**src/rtl/regfile_wb_arbiter_pkg.sv**
```systemverilog
// ============================================================================
// Module  : wb_pkg
// Brief   : Shared constants and requester id type for the write-back arbiter.
// Rev     : 1.0  initial release
// ============================================================================
`default_nettype none

package wb_pkg;

  localparam int C_DATA_W   = 64;
  localparam int C_ZERO_REG = 31;

  typedef enum logic [0:0] {
    REQ_ALU = 1'b0,
    REQ_MEM = 1'b1
  } req_id_e;

endpackage

`default_nettype wire

```
**src/rtl/regfile_wb_arbiter_decoder.sv**
```systemverilog
// ============================================================================
// Module  : Decoder_5x32
// Brief   : 5-to-32 one-hot decoder with enable; all-zero output when disabled.
// Rev     : 1.0  initial release
// ============================================================================
`default_nettype none

module Decoder_5x32 (
  input  logic [4:0]  in_i,
  input  logic        en_i,
  output logic [31:0] out_o
);

  always_comb begin
    out_o = 32'd0;
    if (en_i) begin
      out_o = 32'd1 << in_i;
    end
  end

endmodule

`default_nettype wire

```
**src/rtl/regfile_wb_arbiter.sv**
```systemverilog
// ============================================================================
// Module  : regfile_wb_arbiter
// Brief   : Round-robin share of the register-file write port between the ALU
//           and load write-back paths, with a registered output stage.
// Rev     : 1.0  initial release
// ============================================================================
`default_nettype none

module regfile_wb_arbiter
  import wb_pkg::*;
#(
  parameter int DATA_W   = C_DATA_W,
  parameter int ZERO_REG = C_ZERO_REG,
  parameter int CNT_W    = 8
) (
  input  logic              clk,
  input  logic              reset,
  input  logic              hold_i,
  input  logic              alu_valid_i,
  input  logic [4:0]        alu_addr_i,
  input  logic [DATA_W-1:0] alu_data_i,
  output logic              alu_ready_o,
  input  logic              mem_valid_i,
  input  logic [4:0]        mem_addr_i,
  input  logic [DATA_W-1:0] mem_data_i,
  output logic              mem_ready_o,
  output logic              wr_en_o,
  output logic [4:0]        wr_addr_o,
  output logic [DATA_W-1:0] wr_data_o,
  output logic [31:0]       wr_row_o,
  output logic [CNT_W-1:0]  conflict_cnt_o
);

  localparam logic [4:0]       C_ZERO_ADDR = 5'(ZERO_REG);
  localparam logic [CNT_W-1:0] C_CNT_MAX   = '1;

  req_id_e             r_last_grant;
  logic                r_wr_en;
  logic [4:0]          r_wr_addr;
  logic [DATA_W-1:0]   r_wr_data;
  logic [CNT_W-1:0]    r_conflict_cnt;

  logic                w_alu_ready;
  logic                w_mem_ready;
  logic                w_alu_xfer;
  logic                w_mem_xfer;
  logic                w_conflict;

  assign w_conflict = alu_valid_i & mem_valid_i & ~hold_i & ~reset;

  // On a conflict the requester that did not win last time goes first.
  always_comb begin
    w_alu_ready = 1'b0;
    w_mem_ready = 1'b0;
    if (!reset && !hold_i) begin
      if (alu_valid_i && mem_valid_i) begin
        if (r_last_grant == REQ_MEM) begin
          w_alu_ready = 1'b1;
        end else begin
          w_mem_ready = 1'b1;
        end
      end else begin
        w_alu_ready = alu_valid_i;
        w_mem_ready = mem_valid_i;
      end
    end
  end

  assign w_alu_xfer = alu_valid_i & w_alu_ready;
  assign w_mem_xfer = mem_valid_i & w_mem_ready;

  always_ff @(posedge clk) begin
    if (reset) begin
      r_last_grant <= REQ_MEM;
      r_wr_en      <= 1'b0;
      r_wr_addr    <= 5'd0;
      r_wr_data    <= '0;
    end else if (w_alu_xfer) begin
      r_last_grant <= REQ_ALU;
      r_wr_en      <= (alu_addr_i != C_ZERO_ADDR);
      r_wr_addr    <= alu_addr_i;
      r_wr_data    <= alu_data_i;
    end else if (w_mem_xfer) begin
      r_last_grant <= REQ_MEM;
      r_wr_en      <= (mem_addr_i != C_ZERO_ADDR);
      r_wr_addr    <= mem_addr_i;
      r_wr_data    <= mem_data_i;
    end else begin
      r_wr_en      <= 1'b0;
    end
  end

  always_ff @(posedge clk) begin
    if (reset) begin
      r_conflict_cnt <= '0;
    end else if (w_conflict && (r_conflict_cnt != C_CNT_MAX)) begin
      r_conflict_cnt <= r_conflict_cnt + 1'b1;
    end
  end

  Decoder_5x32 u_row_dec (
    .in_i  (r_wr_addr),
    .en_i  (r_wr_en),
    .out_o (wr_row_o)
  );

  assign alu_ready_o    = w_alu_ready;
  assign mem_ready_o    = w_mem_ready;
  assign wr_en_o        = r_wr_en;
  assign wr_addr_o      = r_wr_addr;
  assign wr_data_o      = r_wr_data;
  assign conflict_cnt_o = r_conflict_cnt;

endmodule

`default_nettype wire

```
**config.mk**
```make
export PLATFORM = sky130hd
export DESIGN_NAME = regfile_wb_arbiter
export DESIGN_NICKNAME = d
export VERILOG_FILES = /design/src/rtl/regfile_wb_arbiter_pkg.sv /design/src/rtl/regfile_wb_arbiter_decoder.sv /design/src/rtl/regfile_wb_arbiter.sv
export SDC_FILE = /design/constraint.sdc
export NUM_CORES = 1
export LEC_CHECK = 0
export ABC_AREA = 0
export BUFFER_PORTS_ARGS = -buffer_cell sky130_fd_sc_hd__buf_2
export CAP_MARGIN = 20
export CORE_UTILIZATION = 41
export DETAILED_ROUTE_END_ITERATION = 7
export GPL_TIMING_DRIVEN = 0
export PLACE_DENSITY = 0.81
export SETUP_SLACK_MARGIN = 0.05
export SYNTH_ARGS = -nofsm -noshare
export SYNTH_HDL_FRONTEND = slang
export SYNTH_HIERARCHICAL = 1
export SYNTH_SLANG_ARGS = --single-unit
```
**constraint.sdc**
```tcl
create_clock -name clk -period 1.55 [get_ports clk]
set_input_delay 0.155 -clock clk [delete_from_list [all_inputs] [get_ports clk]]
set_output_delay 0.155 -clock clk [all_outputs]
set_load 0.05 [all_outputs]
```
==> impl_results.rst <==
.. list-table::
   :header-rows: 1

   * - Metric
     - Value
   * - Result of the run
     - complete, but fails checks
   * - Violations in the final reports
     - setup timing
   * - CP required
     - 1.39 ns
   * - Filler cell count
     - 626
   * - Hold slack final
     - 0.154 ns
   * - Number of nets in the synthesized netlist
     - 660
   * - RD Place Congestion
     - approximately 0.84
   * - Via count of the first global-routing pass
     - 5778
   * - CTS HTree Levels
     - 3
   * - Total wire length after detailed routing
     - between 20000 and 25000 um
   * - Total Power
     - 6.07 mW
   * - Number of buffers inserted during clock tree synthesis
     - 9
   * - Power Dens Cells
     - 700 nW/um^2
   * - Final number of hold-violating endpoints
     - 0
   * - Area contributors post-synth
     - sky130_fd_sc_hd__dfxtp_1 35%, sky130_fd_sc_hd__a2111oi_2 23%, sky130_fd_sc_hd__nor3_1 15%, sky130_fd_sc_hd__a21oi_1 7.7%, sky130_fd_sc_hd__clkbuf_1 4.2%
   * - Part of the Yosys area used for sequential elements
     - approximately a third
   * - X dimension of the die
     - 107 um
   * - Worst slew margin relative to its limit
     - 24.6%
   * - Critical path endpoint category
     - primary output
   * - Synth Register Bits
     - 79
   * - Global-route wire length before repair
     - 29000 um
   * - Detail Route Antenna Nets
     - 0
   * - Number of detailed-route iterations in the first pass
     - 5
   * - Initial cell density of the core
     - 41.9%
   * - Number of library cell types mapped by synthesis
     - 37
   * - Critical-path cell with the highest stage delay
     - sky130_fd_sc_hd__or4b_4
   * - Yosys Warn Count
     - 6
   * - Combined buffer and inverter count along the critical path
     - 1
   * - FP Rows
     - 38
   * - Post-route fraction of the period consumed by the critical path
     - 117%
   * - Worst Hold Class
     - in -> reg
   * - Detailed-route vias per instance
     - 6.14
   * - Nets
     - 975
   * - Clk Latency, worst-skew pair
     - 0.35 ns
   * - Routed WL per cell
     - between 20 and 25 um
   * - Port buffer count
     - between 200 and 300
   * - RSZ-0062 raised after global routing
     - yes
   * - Highest fanout seen on the critical path
     - 7
   * - Data arrival time of the critical path
     - 1.66 ns
   * - Dominant cell by count in the synthesized netlist
     - sky130_fd_sc_hd__nor3_1
   * - Grt total ovfl
     - 0
   * - Critical Path Max Stage Delay
     - 0.62 ns
   * - Critical setup path kind
     - reg -> out
   * - Vias
     - about 6000
   * - Fmax achieved
     - roughly 550 MHz
   * - CTS sink cnt
     - 79
   * - Share of async-settable or async-resettable flops after synthesis
     - 0%
   * - Final critical-path setup slack
     - -0.267 ns
   * - Layout cells sized above 1
     - between 60% and 70%
   * - CTS tree
     - built
   * - Core footprint
     - around 11000 um^2
   * - CTS clock-pin slew for the worst setup and hold paths
     - 0.08 ns
   * - Top_reg_cell synth
     - sky130_fd_sc_hd__dfxtp_1
   * - Setup violations, final
     - 45
   * - IO Pins
     - 255
   * - Hold bufs inserted after CTS
     - 0
   * - Cells traversed along the worst timing path
     - or4b_4, nor2_4, buf_8
   * - Mapped Area
     - around 4500 um^2
   * - Top cells by count, synth
     - 139 x sky130_fd_sc_hd__nor3_1, 79 x sky130_fd_sc_hd__dfxtp_1, 70 x sky130_fd_sc_hd__a21oi_1
   * - Slew at the pin with the worst max-slew slack
     - between 1 and 1.5 ns
   * - Longest Clk Path Bufs
     - 2
   * - GRT Total Usage
     - 32.1%
   * - Worst setup skew after layout
     - 0.0141 ns
   * - Antenna diode instance count
     - 0
   * - Area overhead of the layout relative to synthesis
     - 90.9%
   * - DRC violation total after the first TritonRoute iteration
     - 441
   * - Standby leakage power
     - 3.16 nW
   * - Count of pins over their slew limit
     - 0
   * - Minimum clock period after layout
     - about 1.8 ns
   * - Fraction of synthesized cell area taken by the top area cell type
     - between 30% and 40%
   * - Final TNS setup
     - -4.66 ns
   * - Avg Cell Area, Syn
     - 8.80 um^2
   * - Gate count of the mapped netlist
     - 516
   * - Family with the most delay on the worst path
     - simple AND/OR/NAND/NOR gates
   * - Worst supply voltage drop on vdd
     - around 0.00056 V
   * - Cell type with the largest total area after synthesis
     - sky130_fd_sc_hd__dfxtp_1
   * - Post-route DRC
     - 0
   * - Detailed placement HPWL
     - 11700 um
   * - Clock Root Buffer
     - sky130_fd_sc_hd__clkbuf_8
   * - Number of maximum-capacitance violations
     - 0
   * - Kind of launch point of the worst setup path
     - flop
   * - Pin count of the biggest net entering global routing
     - 20
   * - Die Ht
     - 107 um
   * - Die outline area
     - 11500 um^2
   * - Antenna violations before repair
     - 0
   * - Number of synthesized flops with an enable pin
     - 0
## final timing paths
check | from | cells after the start | slack [ns] | end
setup / recovery | wr_addr_o[1]$_SDFFE_PP0P_ | 3 | -0.27 | wr_row_o[20]
hold / removal | alu_valid_i | 3 | 0.15 | r_last_grant$_SDFFE_PP1P_
setup reg to reg | r_last_grant$_SDFFE_PP1P_ | 7 | -0.07 | wr_data_o[4]$_SDFFE_PP0P_
hold reg to reg | conflict_cnt_o[0]$_SDFFE_PP0P_ | 1 | 0.46 | conflict_cnt_o[0]$_SDFFE_PP0P_
## tightest hold or removal path: stages
cell and delay (ns):
sky130_fd_sc_hd__buf_6 0.11, sky130_fd_sc_hd__nand2b_1 0.06, sky130_fd_sc_hd__a221o_1 0.14
## layer usage
| layer | share of wire (%) | vias up | track usage (%) |
|---|---|---|---|
| li1 | - | 2634 | - |
| met1 | 36 | 2898 | 36.3 |
| met2 | 50 | 364 | 57.4 |
| met3 | 8.3 | 94 | 7.45 |
| met4 | 4.9 | 0 | 13.8 |
| met5 | 0 | - | 0 |
## kinds of logic after synthesis
family                     Yosys count  share of synthesized area [%]
AOI/OAI and AO/OA                  153                           33.1
DFF                                 79                           34.8
muxes                                3                          0.689
buffers and inverters               70                           7.30
and+or+nand+nor                    210                           23.9
adders and majority gates            1                          0.275
## cells in the final DEF (no fill, tap or decap), types with 4 or more instances in the layout
| master | count |
|---|---|
| sky130_fd_sc_hd__nor3_1 | 116 |
| sky130_fd_sc_hd__a2111oi_4 | 64 |
| sky130_fd_sc_hd__clkbuf_4 | 5 |
| sky130_fd_sc_hd__clkbuf_16 | 4 |
| sky130_fd_sc_hd__dfxtp_4 | 8 |
| sky130_fd_sc_hd__buf_4 | 31 |
| sky130_fd_sc_hd__buf_2 | 221 |
| sky130_fd_sc_hd__and3_1 | 4 |
| sky130_fd_sc_hd__a2111oi_2 | 5 |
| sky130_fd_sc_hd__nor3_2 | 19 |
| sky130_fd_sc_hd__nor2_4 | 34 |
| sky130_fd_sc_hd__dfxtp_2 | 7 |
| sky130_fd_sc_hd__clkbuf_2 | 14 |
| sky130_fd_sc_hd__clkbuf_8 | 9 |
| sky130_fd_sc_hd__a21oi_1 | 70 |
| sky130_fd_sc_hd__dfxtp_1 | 64 |
| sky130_fd_sc_hd__buf_8 | 30 |
| sky130_fd_sc_hd__buf_6 | 23 |
| sky130_fd_sc_hd__clkbuf_1 | 27 |
| sky130_fd_sc_hd__buf_12 | 12 |
| sky130_fd_sc_hd__nor3_4 | 4 |
| sky130_fd_sc_hd__buf_16 | 6 |
## flip-flops by register name, summed over array words and instances, names as in the netlist
name,cells
wr_en_o,1
r_last_grant,1
wr_addr_o,5
wr_data_o,64
conflict_cnt_o,8
## metrics by stage
step | utilization (%) | instances | area (um^2) | worst slack [ns]
detailed placement | 58.3 | 909 | 6320 | -0.741
CTS | 74.1 | 950 | 8030 | -0.245
global placement | 58.3 | 909 | 6320 | -0.725
floorplan | - | 516 | 4880 | -0.128
global route | 80.0 | 976 | 8670 | -0.277
finish | 80.0 | 976 | 8670 | -0.267
## power by group
part,switching (mW),leakage [nW],internal [mW]
Clock,0.830,0.0983,0.847
Combinational,1.35,2.41,0.809
Sequential,0.0892,0.656,2.15
Total,2.27,3.16,3.80
## layout make-up
type | instances | area (um^2) | area share [%]
Inverter | 2 | 11.3 | 0.130
Clock buffer | 12 | 156 | 1.80
Timing Repair Buffer | 308 | 2240 | 25.9
Tap cell | 140 | 175 | 2.02
Clock inverter | 4 | 51.3 | 0.591
Buffer | 64 | 493 | 5.68
Sequential cell | 79 | 1620 | 18.7
Multi-Input combinational cell | 367 | 3920 | 45.2
## what timing repair did
action	in CTS	in global routing
cloned	7	1
endpoints found under the setup margin	104	105
pin swaps	10	21
resized for setup	180	137
buffers inserted	20	25
No activity file was read; power rests on OpenSTA's default activity.
